===== src/rtl/conv_pkg.sv =====
// Shared constants and FSM state type for the convolutional encoder and the
// matching Viterbi decoder, so both ends agree on the generator polynomials.
// Optional build macro: CONV_ENC_TAIL_EN (adds the zero-tail states).
package conv_pkg;

  localparam int unsigned      CONV_K  = 7;
  localparam logic [CONV_K-1:0] CONV_G0 = 7'o171;
  localparam logic [CONV_K-1:0] CONV_G1 = 7'o133;

  typedef enum logic [2:0] {
    ST_IDLE  = 3'd0,
    ST_EMIT0 = 3'd1,
`ifdef CONV_ENC_TAIL_EN
    ST_EMIT1 = 3'd2,
    ST_TAIL0 = 3'd3,
    ST_TAIL1 = 3'd4
`else
    ST_EMIT1 = 3'd2
`endif
  } conv_enc_state_t;

endpackage


===== src/rtl/conv_branch_out.sv =====
// Branch output of a rate-1/2 convolutional code: parity of the branch word
// masked by each generator. Shared by the encoder and the decoder metrics.
module conv_branch_out
  import conv_pkg::*;
#(
  parameter int unsigned K = CONV_K
) (
  input  logic [K-1:0] i_w,
  input  logic [K-1:0] i_g0,
  input  logic [K-1:0] i_g1,
  output logic [1:0]   o_c
);

  // {c0, c1} as the XOR-reduction of the tapped branch word
  always_comb begin
    o_c = {^(i_w & i_g0), ^(i_w & i_g1)};
  end

endmodule


===== src/rtl/conv_encoder.sv =====
// Rate-1/2 feed-forward convolutional encoder. Accepts one information bit
// in IDLE, then serialises c0 and c1 on a valid/ready symbol stream.
// Build macro CONV_ENC_TAIL_EN: append K-1 zero tail bits after each frame so
// the encoder state returns to zero; otherwise the state is cleared on the
// last symbol of the frame.
module conv_encoder
  import conv_pkg::*;
#(
  parameter int unsigned  K  = CONV_K,
  parameter logic [K-1:0] G0 = CONV_G0,
  parameter logic [K-1:0] G1 = CONV_G1
) (
  input  logic clk,
  input  logic rst,
  input  logic in_bit,
  input  logic in_valid,
  input  logic in_last,
  output logic in_ready,
  output logic sym_bit,
  output logic sym_valid,
  input  logic sym_ready,
  output logic sym_last
);

  conv_enc_state_t r_state;
  conv_enc_state_t w_state_nxt;

  logic [K-2:0] r_sr;
  logic         r_c1;
  logic         r_last;
  logic         r_sym_bit;
  logic         r_sym_valid;
  logic         r_sym_last;

  logic         w_b;
  logic [K-1:0] w_w;
  logic [1:0]   w_c;

`ifdef CONV_ENC_TAIL_EN
  localparam int unsigned TW = $clog2(K);
  logic [TW-1:0] r_tcnt;
  logic          w_tcnt_done;

  assign w_tcnt_done = (r_tcnt == TW'(K - 2));
`endif

  // Input bit is only taken in IDLE; every tail branch shifts in a zero.
  assign w_b = in_bit & (r_state == ST_IDLE);
  assign w_w = {w_b, r_sr};

  conv_branch_out #(
    .K (K)
  ) u_branch (
    .i_w  (w_w),
    .i_g0 (G0),
    .i_g1 (G1),
    .o_c  (w_c)
  );

  assign in_ready  = (r_state == ST_IDLE);
  assign sym_bit   = r_sym_bit;
  assign sym_valid = r_sym_valid;
  assign sym_last  = r_sym_last;

  // State register
  always_ff @(posedge clk or posedge rst) begin
    if (rst) begin
      r_state <= ST_IDLE;
    end else begin
      r_state <= w_state_nxt;
    end
  end

  // Next-state decode: advance on input accept or symbol handshake
  always_comb begin
    w_state_nxt = r_state;
    unique case (r_state)
      ST_IDLE:  if (in_valid)  w_state_nxt = ST_EMIT0;
      ST_EMIT0: if (sym_ready) w_state_nxt = ST_EMIT1;
      ST_EMIT1: begin
        if (sym_ready) begin
`ifdef CONV_ENC_TAIL_EN
          w_state_nxt = r_last ? ST_TAIL0 : ST_IDLE;
`else
          w_state_nxt = ST_IDLE;
`endif
        end
      end
`ifdef CONV_ENC_TAIL_EN
      ST_TAIL0: if (sym_ready) w_state_nxt = ST_TAIL1;
      ST_TAIL1: if (sym_ready) w_state_nxt = w_tcnt_done ? ST_IDLE : ST_TAIL0;
`endif
      default:  w_state_nxt = ST_IDLE;
    endcase
  end

  // Datapath: shift register, latched c1, and the registered symbol outputs.
  // The branch is evaluated when a bit is loaded (input accept or tail entry),
  // so c0 is on the stream the very next cycle and c1 waits in r_c1.
  always_ff @(posedge clk or posedge rst) begin
    if (rst) begin
      r_sr        <= '0;
      r_c1        <= 1'b0;
      r_last      <= 1'b0;
      r_sym_bit   <= 1'b0;
      r_sym_valid <= 1'b0;
      r_sym_last  <= 1'b0;
`ifdef CONV_ENC_TAIL_EN
      r_tcnt      <= '0;
`endif
    end else begin
      unique case (r_state)
        ST_IDLE: begin
          if (in_valid) begin
            r_sym_bit   <= w_c[1];
            r_c1        <= w_c[0];
            r_sr        <= {w_b, r_sr[K-2:1]};
            r_last      <= in_last;
            r_sym_valid <= 1'b1;
            r_sym_last  <= 1'b0;
          end
        end
        ST_EMIT0: begin
          if (sym_ready) begin
            r_sym_bit <= r_c1;
`ifdef CONV_ENC_TAIL_EN
            r_sym_last <= 1'b0;
`else
            r_sym_last <= r_last;
`endif
          end
        end
        ST_EMIT1: begin
          if (sym_ready) begin
`ifdef CONV_ENC_TAIL_EN
            if (r_last) begin
              r_sym_bit <= w_c[1];
              r_c1      <= w_c[0];
              r_sr      <= {w_b, r_sr[K-2:1]};
              r_tcnt    <= '0;
            end else begin
              r_sym_valid <= 1'b0;
              r_sym_last  <= 1'b0;
            end
`else
            r_sym_valid <= 1'b0;
            r_sym_last  <= 1'b0;
            if (r_last) begin
              r_sr <= '0;
            end
`endif
          end
        end
`ifdef CONV_ENC_TAIL_EN
        ST_TAIL0: begin
          if (sym_ready) begin
            r_sym_bit  <= r_c1;
            r_sym_last <= w_tcnt_done;
          end
        end
        ST_TAIL1: begin
          if (sym_ready) begin
            if (w_tcnt_done) begin
              r_sym_valid <= 1'b0;
              r_sym_last  <= 1'b0;
            end else begin
              r_sym_bit  <= w_c[1];
              r_c1       <= w_c[0];
              r_sr       <= {w_b, r_sr[K-2:1]};
              r_tcnt     <= r_tcnt + TW'(1);
              r_sym_last <= 1'b0;
            end
          end
        end
`endif
        default: begin
          r_sym_valid <= 1'b0;
          r_sym_last  <= 1'b0;
        end
      endcase
    end
  end

endmodule


===== config.mk =====
export PLATFORM = sky130hd
export DESIGN_NAME = conv_encoder
export DESIGN_NICKNAME = d
export VERILOG_FILES = /design/src/rtl/conv_pkg.sv /design/src/rtl/conv_branch_out.sv /design/src/rtl/conv_encoder.sv
export SDC_FILE = /design/constraint.sdc
export NUM_CORES = 1
export LEC_CHECK = 0
export BUFFER_PORTS_ARGS = -buffer_cell sky130_fd_sc_hd__buf_4
export CAP_MARGIN = 20
export CORE_MARGIN = 1
export CORE_UTILIZATION = 53
export DETAILED_ROUTE_END_ITERATION = 7
export HOLD_SLACK_MARGIN = 0.1
export PLACE_DENSITY = 0.78
export SYNTH_ARGS = -nofsm -noshare
export SYNTH_HDL_FRONTEND = slang
export SYNTH_SLANG_ARGS = --single-unit

===== constraint.sdc =====
create_clock -name clk -period 1.7 [get_ports clk]
set_input_delay 0.085 -clock clk [delete_from_list [all_inputs] [get_ports clk]]
set_output_delay 0.085 -clock clk [all_outputs]
set_load 0.02 [all_outputs]

==> qor.csv <==
metric;value;unit
status;complete, no violations;
fin_crit_sh;82.4;%
peakVddDrop;0.901;mV
syn_avg_cell_area;10.2;sq um
busiest_layer;met2;
hold_viol;0;
ys_seq_area_share;45.5;%
synth_commonest_cells;dfrtp_1, inv_1, nand2_1, mux2i_1;
core_area;1190;sq um
seq_area;325;sq um
synth.most_common_cell;dfrtp_1;
utilization;71.8;%
wire_per_inst;12.4;um
hold_path.class;primary input to flip-flop;
yosys_warnings;0;
fin_crit;1.40;ns
pre_cts_ws;0.300;ns
cp-end-kind;flip-flop;
viasPerCell;5.15;
cts_buffers;3;
drt_pass1_iterations;5;
finalSetupViolCount;0;
tns;0;ns
slew_viol_final;0;
worstMarginPinSlew;0.492;ns
diodes;0;
setup_ws;0.299;ns
cp_slowest_stage_delay;0.52;ns
clkLatencyLatePin;0.28;ns
hpwl;871;um
final_cell_count_no_fill;98;
num_vias;505;
grt.met3_usage;5.20;%
drive_gt1_share;21.4;%
ioPinCount;10;
antenna_found_initial;0;
timing.fmax;714;MHz
clock_path_buffers;2;
path_clk_slew;0.08;ns
slew_headroom;67.2;%
cp_cell_sequence;or3b_1, mux2_2;
crit_buf_inv;0;
num-fill-cells;85;
clock_skew;0.00479;ns
ys_types;25;
syn_area;716;sq um
cap_violations;0;
nets;91;
fp-row-count;12;
cts_tree;yes;
synth_area_leaders;dfrtp_1, mux2i_1, xnor3_1;
synth_top_area_share;45.5;%
synthToLayoutAreaGrowth;19.1;%
yosysTopAreaCell;dfrtp_1;
die_area;1500;sq um
dp.cells;90;
cp.required;1.87;ns
synth_ff_type;dfrtp_1;
post_cts_buffers;0;
root_buffer;clkbuf_4;
grt_max_degree;14;
start_kind;flip-flop;
synth-seq-cells;13;
cp_max_fo;13;
grt_pass1_vias;431;
synth_edf_count;0;
async_flop_share;100;%
met2_usage;27.9;%
start_util;60.3;%
die_h;38.7;um
drc;0;
gp_congestion;0.752;
crit_type;flip-flop to flip-flop;
grt_usage;19.2;%
p_leak;0.404;nW
io_buffers;9;
cp_data_arrival_time;1.57;ns
slowest_stage;dfrtp_1;
power_density;1780;nW/um^2
met1_usage;26.7;%
die-width;38.7;um
grt_setup_unrepaired;false;
cts_sinks;13;
drt_first_iter_violations;11;
grt_pass1_wl;1.86;mm
grt_overflow;0;
ant_nets;0;
hold-worst-slack;0.216;ns
synth_fp_nets;76;
htree_levels;1;
drt_wl_total;1.21;mm
multiInputGateArea;342;sq um
synthCells;70;
crit_family;flip-flops;
==> registers in the layout (all words and copies together), names as in the netlist <==
register / flops
r_c1: 1
r_last: 1
r_sr: 6
r_state: 2
sym_bit: 1
sym_last: 1
sym_valid: 1
==> tightest hold or removal path: stages <==
cell     delay [ns]
buf_4          0.11
nor3b_1        0.05
a21oi_1        0.10
o32ai_1        0.10
==> cell type report <==
type                       instances  area share, %
sequential                        13           38.2
inverter                           9           3.96
tap                               14           2.06
timing repair buffer              13           12.6
clock buffer                       4           3.08
multi-input combinational         45           40.1
==> cells in the final DEF, fill, tap and decap left out <==
master,instances
o32ai_1,1
o21ba_2,1
a21o_1,1
clkbuf_1,1
mux2_2,2
nor2_1,4
nand3b_1,1
a21oi_2,1
o21ai_0,2
buf_4,9
dlygate4sd3_1,4
mux2i_1,5
nand2b_1,3
xnor3_1,2
xnor2_1,1
a21oi_1,4
inv_1,9
clkbuf_4,3
a211oi_2,1
or2b_1,1
nand3_1,1
o22ai_1,1
nand2_1,8
or3b_1,1
dfrtp_1,13
o21a_1,1
xnor2_2,1
nor3b_1,2
==> repair_timing <==
action | 4_1_cts | 5_1_grt
hold buffers | 4 | 0
hold endpoints to repair | 16 | 0
gates resized for setup | 0 | 0
==> metal layers <==
metal / part of all wire, % / vias to the layer above
met1: 52 / 229
met4: 1.1 / 0
met5: 0 / -
met3: 3.2 / 2
li1: - / 261
met2: 44 / 13
==> stage by stage <==
step / area (sq um) / power (W)
after global placement: 786 / 0.00131
final: 852 / 0.00152
after floorplan: 716 / 0.00115
after CTS: 852 / 0.00153
after detailed placement: 786 / 0.00134
after global routing: 852 / 0.00163
==> worst paths after layout <==
| kind | from | end | slack, ns | depth (start not counted) |
|---|---|---|---|---|
| hold reg to reg | sym_valid$_DFFE_PP0P_ | sym_valid$_DFFE_PP0P_ | 0.51 | 1 |
| min in group asynchronous | rst | r_last$_DFFE_PP0P_ | 0.38 | 3 |
| setup reg to reg | r_state[0]$_DFFE_PP0P_ | r_last$_DFFE_PP0P_ | 0.30 | 2 |
| max in group asynchronous | rst | r_sr[5]$_DFFE_PP0P_ | 0.98 | 3 |
| hold / removal | in_valid | sym_last$_DFFE_PP0P_ | 0.22 | 4 |
| setup / recovery | r_state[0]$_DFFE_PP0P_ | r_last$_DFFE_PP0P_ | 0.30 | 2 |
==> report_power, final <==
part           total, W  internal (W)  switching, W  leakage (nW)
sequential     0.000606      0.000445      0.000161         0.163
clock          0.000190     0.0000911     0.0000988        0.0150
combinational  0.000723      0.000398      0.000324         0.226
total           0.00152      0.000934      0.000584         0.404
==> cells by family after synthesis <==
logic type / count (synthesis) / share of synthesized area, %
AND/OR/NAND/NOR: 21 / 15.0
AO/OA/AOI/OAI: 13 / 12.8
flip-flops: 13 / 45.5
buffers and inverters: 12 / 6.82
multiplexers: 7 / 10.1
XOR/XNOR: 4 / 9.79
Note: power is estimated with default switching activity, not from simulation.
